<file path="src/rtl/uart_tx.sv">
// Serial UART transmitter: start, 8 data bits LSB first, parity, one stop bit.
// A one-entry holding register is double-buffered against the shift register.
module uart_tx #(
    parameter int OVERSAMPLE = 16,
    parameter bit PARITY_ODD = 1'b1
) (
    input  logic       mclkx16,
    input  logic       reset,
    input  logic       write,
    input  logic [7:0] data,
    output logic       tx,
    output logic       txrdy,
    output logic       busy
);

    localparam int CW = $clog2(OVERSAMPLE);
    localparam logic [CW-1:0] TICK_LAST = CW'(OVERSAMPLE - 1);

    typedef enum logic [2:0] {
        S_IDLE,
        S_START,
        S_DATA,
        S_PARITY,
        S_STOP
    } state_t;

    state_t          r_state;
    logic [CW-1:0]   r_tick;
    logic [2:0]      r_bitcnt;
    logic [7:0]      r_shift;
    logic            r_parity;
    logic [7:0]      r_hold;
    logic            r_txrdy;
    logic            r_tx;
    logic            r_busy;

    state_t          w_state_next;
    logic [CW-1:0]   w_tick_next;
    logic [2:0]      w_bitcnt_next;
    logic [7:0]      w_shift_next;
    logic            w_parity_next;
    logic [7:0]      w_hold_next;
    logic            w_txrdy_next;
    logic            w_tx_next;
    logic            w_busy_next;
    logic            w_tick_last;
    logic            w_transfer;

    assign w_tick_last = (r_tick == TICK_LAST);
    // Holding full is required for a transfer, so a write can never coincide with one.
    assign w_transfer  = !r_txrdy && ((r_state == S_IDLE) || ((r_state == S_STOP) && w_tick_last));

    always_comb begin
        // NOTE: every combinational output gets a default first so no path can infer a latch.
        w_state_next  = r_state;
        w_tick_next   = r_tick;
        w_bitcnt_next = r_bitcnt;
        w_shift_next  = r_shift;
        w_parity_next = r_parity;
        w_hold_next   = r_hold;
        w_txrdy_next  = r_txrdy;
        w_tx_next     = 1'b1;
        w_busy_next   = 1'b1;

        if (r_state != S_IDLE) begin
            w_tick_next = w_tick_last ? '0 : r_tick + CW'(1);
        end

        case (r_state)
            S_START: begin
                if (w_tick_last) begin
                    w_state_next  = S_DATA;
                    w_bitcnt_next = 3'd0;
                end
            end
            S_DATA: begin
                if (w_tick_last) begin
                    w_shift_next = {1'b0, r_shift[7:1]};
                    if (r_bitcnt == 3'd7) begin
                        w_state_next = S_PARITY;
                    end else begin
                        w_bitcnt_next = r_bitcnt + 3'd1;
                    end
                end
            end
            S_PARITY: begin
                if (w_tick_last) begin
                    w_state_next = S_STOP;
                end
            end
            S_STOP: begin
                if (w_tick_last) begin
                    w_state_next = S_IDLE;
                end
            end
            default: begin
                w_state_next = r_state;
            end
        endcase

        if (w_transfer) begin
            w_state_next  = S_START;
            w_tick_next   = '0;
            w_bitcnt_next = 3'd0;
            w_shift_next  = r_hold;
            w_parity_next = PARITY_ODD ? ~(^r_hold) : ^r_hold;
            w_txrdy_next  = 1'b1;
        end else if (write && r_txrdy) begin
            w_hold_next  = data;
            w_txrdy_next = 1'b0;
        end

        // The line is registered, so it is decoded from the state being entered.
        case (w_state_next)
            S_IDLE: begin
                w_tx_next   = 1'b1;
                w_busy_next = 1'b0;
            end
            S_START:  w_tx_next = 1'b0;
            S_DATA:   w_tx_next = w_shift_next[0];
            S_PARITY: w_tx_next = w_parity_next;
            S_STOP:   w_tx_next = 1'b1;
            default:  w_tx_next = 1'b1;
        endcase
    end

    always_ff @(posedge mclkx16) begin
        // NOTE: sequential state uses non-blocking assignments so all registers update together.
        if (reset) begin
            r_state  <= S_IDLE;
            r_tick   <= '0;
            r_bitcnt <= 3'd0;
            r_shift  <= 8'd0;
            r_parity <= 1'b0;
            r_hold   <= 8'd0;
            r_txrdy  <= 1'b1;
            r_tx     <= 1'b1;
            r_busy   <= 1'b0;
        end else begin
            r_state  <= w_state_next;
            r_tick   <= w_tick_next;
            r_bitcnt <= w_bitcnt_next;
            r_shift  <= w_shift_next;
            r_parity <= w_parity_next;
            r_hold   <= w_hold_next;
            r_txrdy  <= w_txrdy_next;
            r_tx     <= w_tx_next;
            r_busy   <= w_busy_next;
        end
    end

    assign tx    = r_tx;
    assign txrdy = r_txrdy;
    assign busy  = r_busy;

endmodule

</file>
<file path="config.mk">
export PLATFORM = sky130hd
export DESIGN_NAME = uart_tx
export DESIGN_NICKNAME = d
export VERILOG_FILES = /design/src/rtl/uart_tx.sv
export SDC_FILE = /design/constraint.sdc
export NUM_CORES = 1
export LEC_CHECK = 0
export CORE_UTILIZATION = 50
export CTS_BUF_LIST = sky130_fd_sc_hd__clkbuf_4
export CTS_CLUSTER_DIAMETER = 60
export DETAILED_ROUTE_END_ITERATION = 10
export PLACE_DENSITY = 0.71
export SYNTH_ARGS = -nofsm -noshare
export SYNTH_HDL_FRONTEND = slang
export SYNTH_SLANG_ARGS = --single-unit
</file>
<file path="constraint.sdc">
create_clock -name mclkx16 -period 2.1 [get_ports mclkx16]
set_input_delay 0.21 -clock mclkx16 [delete_from_list [all_inputs] [get_ports mclkx16]]
set_output_delay 0.21 -clock mclkx16 [all_outputs]
set_load 0.01 [all_outputs]
</file>
* Word-level counts from Yosys, hierarchy flattened
Cells that the tools add are included.
Cells by class: mux-type cells 18, eq/ne operators 12, add/sub/neg operators 2, bitwise operators 2, reduce and logical (&&, ||, !) cells 16
Operators by type and width (count):
- two-way mux 3 bit | 9
- two-way mux 8 bit | 3
- equality test 3 x 2 -> 1 bit (second input constant) | 4
- case mux 3 bit (4 select lines) | 1
- parity 8 bit | 1
- equality test 3 x 1 -> 1 bit (second input constant) | 2
- equality test 3 bit (second input constant) | 2
- zero test 3 bit | 2
- inequality test 2 bit (second input constant) | 3
- case mux 3 bit (2 select lines) | 1
- nonzero test 2 bit | 3
- adder 4 x 1 -> 4 bit (second input constant) | 1
- equality test 4 bit (second input constant) | 1
- two-way mux 4 bit | 1
- AND reduction 2 bit | 2
- AND reduction 4 bit | 1
- adder 3 x 1 -> 3 bit (second input constant) | 1
- logical AND 1 bit | 3
- case mux 1 bit (3 select lines) | 1
- nonzero test 3 bit | 1
- two-way mux 1 bit | 2
- NOT 1 bit | 2
- OR reduction 2 bit | 1
- zero test 1 bit | 1
- logical OR 1 bit | 1
Storage, ports and cells: bits of input ports 11, word-level logic and storage cells 60, register bits 30, output and inout bits 3

* Depth between registers and ports, before layout
depth after elaboration 7, mapped depth 7

* Worst setup path before layout
No wires, ideal clock.
path type register to register, from reg r_tick[0], to reg r_parity, required time 1.972 ns, library setup time 0.128 ns, setup slack 0.312 ns, stages on the path, launching flop included 7, data arrival time 1.660 ns, buffers on the path 1, cells stage by stage dfxtp_1 ha_1 nand3_4 a2111oi_4 buf_4 mux2i_1 nor2_1
Between the ends: word-level cells in the longest chain between the ends 5
Ends and longest elaborated chain:
- start: declaration | line 28 | logic [CW-1:0] r_tick;
- start signal: assignment | line 141 | r_tick <= w_tick_next;
- equality test 4 bit | line 49 | assign w_tick_last = (r_tick == TICK_LAST);
- logical AND 1 bit | line 51 | assign w_transfer = !r_txrdy && ((r_state == S_IDLE) || ((r_state == S_STOP) && w_tick_last));
- logical OR 1 bit | line 51
- logical AND 1 bit | line 51
- two-way mux 1 bit | line 101 | if (w_transfer) begin
- end signal: assignment | line 144 | r_parity <= w_parity_next;
- end: declaration | line 31 | logic r_parity;
No other way between the ends. A chain may end at the register's enable or synchronous reset.

* Final worst setup path
from reg r_tick[0], to reg r_tx, in the netlist tx
Between the ends: word-level cells in the longest chain between the ends 7, elaborated cells between the ends (all ways) 18, those cells by class eq/ne (4); mux (11); reduce/logical (3)
Ends and longest elaborated chain:
- equality test 4 bit * | line 49
- parallel branches: the longest is 5 deep, another holds case mux 3 bit (4 select lines)
- case mux 1 bit (3 select lines) * | line 114 | case (w_state_next)
- end signal: assignment | line 147 | r_tx <= w_tx_next;
- end: declaration | line 34 | logic r_tx;
Every way passes the cells marked *. The select of a mux whose other input is x is not followed.

==> results.md <==
* Crit path required time at 2.31 ns
* Int Pwr at 825 uW
* WL/cell at 12.9 microns
* DP HPWL at 2.04 mm
* Mapped cell area at 0.00142 sq mm
* Clock power share at 28.6%
* Fin. Hold Viols at 0
* Hold WS at 0.460 ns
* Largest net degree at the start of global routing at 23
* Max-slew violation count at 0
* Slew @ Worst Pin at 0.539 ns
* Setup repair bufs after CTS at 0
* P_leak at 0.626 nW
* Ports at 14
* Share of cells above drive strength 1 at 11.5%
* Starting density of the core at 55.3%
* Register area share after synthesis at 42.3%
* N_diodes at 0
* Max Freq at 0.523 GHz
* Average size of a mapped cell at 8.70 sq um
* Clk sink count at 30
* DRC viols at 0
* RSZ-0062 raised after global routing: false
* Syn_nets at 177
* Die area at 0.00305 sq mm
* DIE HEIGHT at 55.3 microns
* IO buf count at 13
* #FFs+latches synth at 30
* Crit. End Element: flip-flop
* Met1 wire length at 1.35 mm
* GRT Residual Overflow at 0
* Final Skew at 0.00727 ns
* Max-slew headroom at 63.7%
* Synth-to-Final Area Change at 16.0%
* Tmin final at 1.91 ns
* Clk_lat worst skew at 0.31 ns
* Final worst-path cycle share at 91.1%
* Maximum clock path buffer count at 2
* CTS root buf: clkbuf_4
* FFs w/ async S/R, synth at 0%
* Switching power total at 286 uW
* Antenna violations before repair at 0
* Via count at 1196
* Top Metal Used: met4
* Register area at 601 sq um
* Status: finished clean
* Yosys warns at 0
* Routed Antenna Nets at 0
* First-pass GRT wire length at 4.66 mm
* Core area at 0.00257 sq mm
* CTS tree: built
* Synthesized instance count at 163
* VDD IR max at 470 uV
* HP Class: reg2reg
* Share of power burned in registers at 55.5%
* Multi-input logic area at 753 sq um
* Comb pwr share at 15.8%
* Post-synthesis cell type count at 34
* Pwr Density at 675 mW/mm^2
* DRT iter0 DRCs at 27
* Post-synth EDFFs at 0
* CP arrival at 2.12 ns
* GP Congestion at 0.752
* Worst setup SP type: flip-flop
* Routed Wire Length at 2.74 mm
* Number of buffers created by CTS at 5
* Met2 wirelength from detailed routing at 1.23 mm
* Final Setup Violations at 0
* CTS resizes at 0
* Die width at 55.3 microns
* Crit. Startpoint: r_tick[0]
* Worst-path fanout max at 6
* Main synth FF type: dfxtp_1
* Detail Route met3 WL at 118 microns
* Clock-pin slew on the worst setup and hold paths at 0.09 ns
* Fill cells at 241
* Worst r2r src: r_tick[0]
* FP Rows at 18
* # Max-Cap Violations at 0
* Worst Min Path Start: r_shift[6]
* CTS H-Tree Depth at 2
* Drt pass-1 iters at 4
* Total Neg Setup Slack at 0 ns
* Switching share of power at 25.8%
* Via density at 5.62
* Setup CP Type: reg2reg
* Hold buffer count at cts at 0
* GRT Util Overall at 19.2%
* Vias in the first global route at 1058
* Fin nets at 196
[registers in the layout (all words and copies together) (netlist names)]
register,flops
r_tick,4
r_parity,1
r_state,3
txrdy,1
r_hold,8
tx,1
r_bitcnt,3
busy,1
r_shift,8
[cell type report]
class	instances	share of cell area, %
clock buffers	6	2.74
clock inverters	2	0.532
inverters	3	0.684
multi-input cells	121	45.7
flip-flops and latches	30	36.5
well taps	30	2.28
repair buffers	21	11.6
[stage by stage]
step                util (%)  cells  area, sq um  setup WS (ns)  power, mW
floorplan                  -    163         1420          0.312      0.745
detailed placement      62.0    205         1590          0.176      0.806
global route            64.1    213         1650         0.0208       1.18
finish                  64.1    213         1650          0.188       1.11
global placement        62.0    205         1590          0.243      0.799
CTS                     64.1    213         1650          0.155       1.12
[final timing paths]
| check | end | slack [ns] | cells past startpoint |
|---|---|---|---|
| setup reg to reg | tx | 0.19 | 5 |
| setup / recovery | tx | 0.19 | 5 |
| hold reg to reg | r_shift[6] | 0.46 | 2 |
| hold / removal | r_shift[6] | 0.46 | 2 |
[cell families (layout without fill, tap and decap cells)]
family / after synthesis / after routing / synth area share (%)
xor+xnor: 10 / 10 / 6.17
fa+ha+maj: 3 / 3 / 2.65
simple gates: 64 / 64 / 23.0
mux: 3 / 3 / 2.12
flops: 30 / 30 / 42.3
buf+inv: 12 / 32 / 4.58
compound gates: 41 / 41 / 19.1
[placed cells by master, fill, tap and decap left out, types with 3 or more instances in the layout]
cell	Yosys	routed
o21ai_0	3	3
clkdlybuf4s50_1	0	13
nand2_1	28	28
inv_1	3	3
clkbuf_4	0	6
or3_1	5	5
ha_1	3	3
dfxtp_1	30	30
a21oi_1	23	23
xnor2_1	8	8
nand3_1	8	8
mux2i_1	3	3
a22oi_1	6	6
nor2_1	11	11
buf_4	3	8
[cell usage after synthesis, drive strengths merged (2+ instances only)]
cell	count	area (sq um)
ha	3	37.5
o21ai	3	15.0
inv	3	11.3
nand3	9	57.6
a21oi	23	115
or3	5	31.3
mux2i	3	30.0
a22oi	6	45.0
dfxtp	30	601
a21o	2	15.0
nor3b	2	15.0
nor3	2	10.0
nor2b	2	12.5
clkbuf	4	15.0
xor2	2	17.5
xnor2	8	70.1
nand2	28	105
buf	5	38.8
nor2	12	61.3
[layer usage]
metal,GRT usage (%),up-vias
li1,-,604
met1,26.7,564
met2,28.4,22
met3,5.62,6
met4,6.43,0
met5,0,-
[power groups by stage]
stage / sequential [mW] / clock (mW) / combinational, mW
floorplan: 0.629 / 0 / 0.116
global placement: 0.629 / 0 / 0.170
detailed placement: 0.630 / 0 / 0.175
CTS: 0.617 / 0.330 / 0.176
global route: 0.621 / 0.366 / 0.195
finish: 0.617 / 0.318 / 0.176
[critical path: stages (launching register included)]
cell and delay (ns):
dfxtp_1 0.41, ha_1 0.29, nand3_4 0.18, a2111oi_4 0.47
o2111ai_1 0.19, a211o_1 0.27
(Power assumes the default switching activity.)
==> RTL change: new RTL, same flow settings <==
Make the reset (`reset`) asynchronous in one clocked block.
--- a/src/rtl/uart_tx.sv
+++ b/src/rtl/uart_tx.sv
@@ -124,7 +124,7 @@
         endcase
     end
 
-    always_ff @(posedge mclkx16) begin
+    always_ff @(posedge mclkx16 or posedge reset) begin
         // NOTE: sequential state uses non-blocking assignments so all registers update together.
         if (reset) begin
             r_state  <= S_IDLE;
Function: differs if reset is asserted again (counterexample within 4 cycles, from zero or initial values and one cycle with reset high); with reset held inactive, the same outputs for 10 cycles.
==> RTL change against the original RTL <==
- worst setup slack improved by 0.14 ns
- hold slack got worse by 0.38 ns
- count of clock-buffer cells in the layout increased by 1
- sequential share of layout area increased by 7.1 points
- area after synthesis increased by 5.9%
- final area increased by 5.1%
- routed wire length decreased by 12%
- critical endpoint is now r_bitcnt[0]
- die area increased by 5.7%
- synthesized cell count decreased by 15%
- sequential cell count unchanged
- cell count decreased by 13%
- clock skew increased by 0.0029 ns
Power is not compared: it rests on default switching activity, and its combinational part moved more than twofold at a synthesized area within 25%.
==> RTL change: results (changes against the original RTL) <==
stage;metric;value;unit;change
synth;Main synth FF type;dfrtp_1;;was dfxtp_1
setup_path;Slowest-stage cell, CP;dfrtp_1;;was a2111oi_4
placed_design;DP HPWL;1.793;mm;was 2.044 mm
route;wire length on met2;1.085;mm;was 1.229 mm
global_routing;M2 GR Usage;25.17;%;was 28.40%
setup_path;Worst Path Arrival;2.00;ns;was 2.12 ns
cells_and_area;sequential cell count;30;;unchanged
synth;Yosys cell types;38;;was 34
synth;Compound-Gate Fraction of Synth Area;13.49;%;was 19.14%
worst_hold_path;Hold WC Path Type;input pin to asynchronous set/reset pin;;was flip-flop to flip-flop
route;Routed Wire Length;2.400;mm;was 2.739 mm
cells_and_area;fillers;246;;was 241
placed_design;routability congestion estimate;0.7697;;was 0.7524
cells_and_area;Final #Nets;168;;was 196
global_routing;M3 GR Usage;6.221;%;was 5.621%
global_routing;met1 GRT Util;21.57;%;was 26.67%
cells_and_area;layout cells sized above 1;18.71;%;was 11.48%
global_routing;first-pass GRT wire length;3.967;mm;was 4.657 mm
cells_and_area;fraction of area in registers;43.53;%;was 36.47%
setup_path;worst-path fanout max;9;;was 6
cells_and_area;layout clock buffer count;7;;was 6
floorplan;Die ar.;3229;sq um;was 3055 sq um
cells_and_area;Multi-input gate area;684.4;sq um;was 753.2 sq um
synth;register area share after synthesis;50.12;%;was 42.33%
cells_and_area;clock-cell share of area;4.772;%;was 3.267%
outcome;status;complete, no violations;;unchanged
route;met3 routed WL;97;um;was 118 um
setup_path;Worst path max stage delay;0.39;ns;was 0.47 ns
synth;Synth async-reset ratio;100.0;%;was 0%
cells_and_area;inverters;7;;was 3
synth;synth warn;0;;unchanged
route;met1 wire length;1.181;mm;was 1.351 mm
sta;clk_skew;0.01019;ns;was 0.007273 ns
cts;Worst-Skew Late Latency;0.33;ns;was 0.31 ns
global_routing;vias in the first global route;924;;was 1058
synth;Synth Area in XOR/XNOR;5.246;%;was 6.173%
synth;top cells by count, synth;28 x dfrtp_1, 15 x nand2_1, 11 x o21ai_0, 9 x mux2_2, 9 x nor2_1;;was 30 x dfxtp_1, 28 x nand2_1, 23 x a21oi_1, 11 x nor2_1
synth;mux cell area share after synthesis;11.41;%;was 2.116%
synth;Synth Area in Adders;2.498;%;was 2.646%
sta;Slew @ Worst Pin;0.4260;ns;was 0.5391 ns
cells_and_area;Final non-clock buffer share;8.388;%;was 11.55%
placed_design;Post-DP Area;1648;sq um;was 1593 sq um
route;via/cell ratio;5.366;;was 5.615
setup_path;delay-heaviest family, CP;simple AND/OR/NAND/NOR gates;;was compound AO/OA/AOI/OAI gates
global_routing;largest net degree at the start of global routing;26;;was 23
synth;Net Count, Synth;152;;was 177
route;Detailed Route Iter0 Violations;11;;was 27
global_routing;GR Util All Layers;16.57;%;was 19.17%
[RTL change: changes by cell type after synthesis, moves of 6 or more]
cell,before,now
nand2_1,28,15
a22oi_1,6,0
nand3_1,8,2
o21ai_0,3,11
mux2_2,0,9
a21oi_1,23,4
dfxtp_1,30,0
dfrtp_1,0,28
[RTL change: worst paths after layout]
kind,depth (start not counted),slack [ns],endpoint,from
min reg2reg,2,0.49,r_parity,r_parity
max,5,0.32,r_bitcnt[0],r_tick[0]
min,2,0.08,r_tick[3],reset
max in group asynchronous,3,1.41,tx,reset
min in group mclkx16,2,0.45,txrdy,write
max reg2reg,5,0.32,r_bitcnt[0],r_tick[0]
[RTL change: stage by stage]
stage / utilization, % / cells / setup slack [ns]
floorplan: - / 138 / 0.4111
global placement: 58.74 / 178 / 0.3846
detailed placement: 58.74 / 178 / 0.3373
CTS: 61.69 / 186 / 0.3212
global route: 61.69 / 186 / 0.2218
finish: 61.69 / 186 / 0.3241
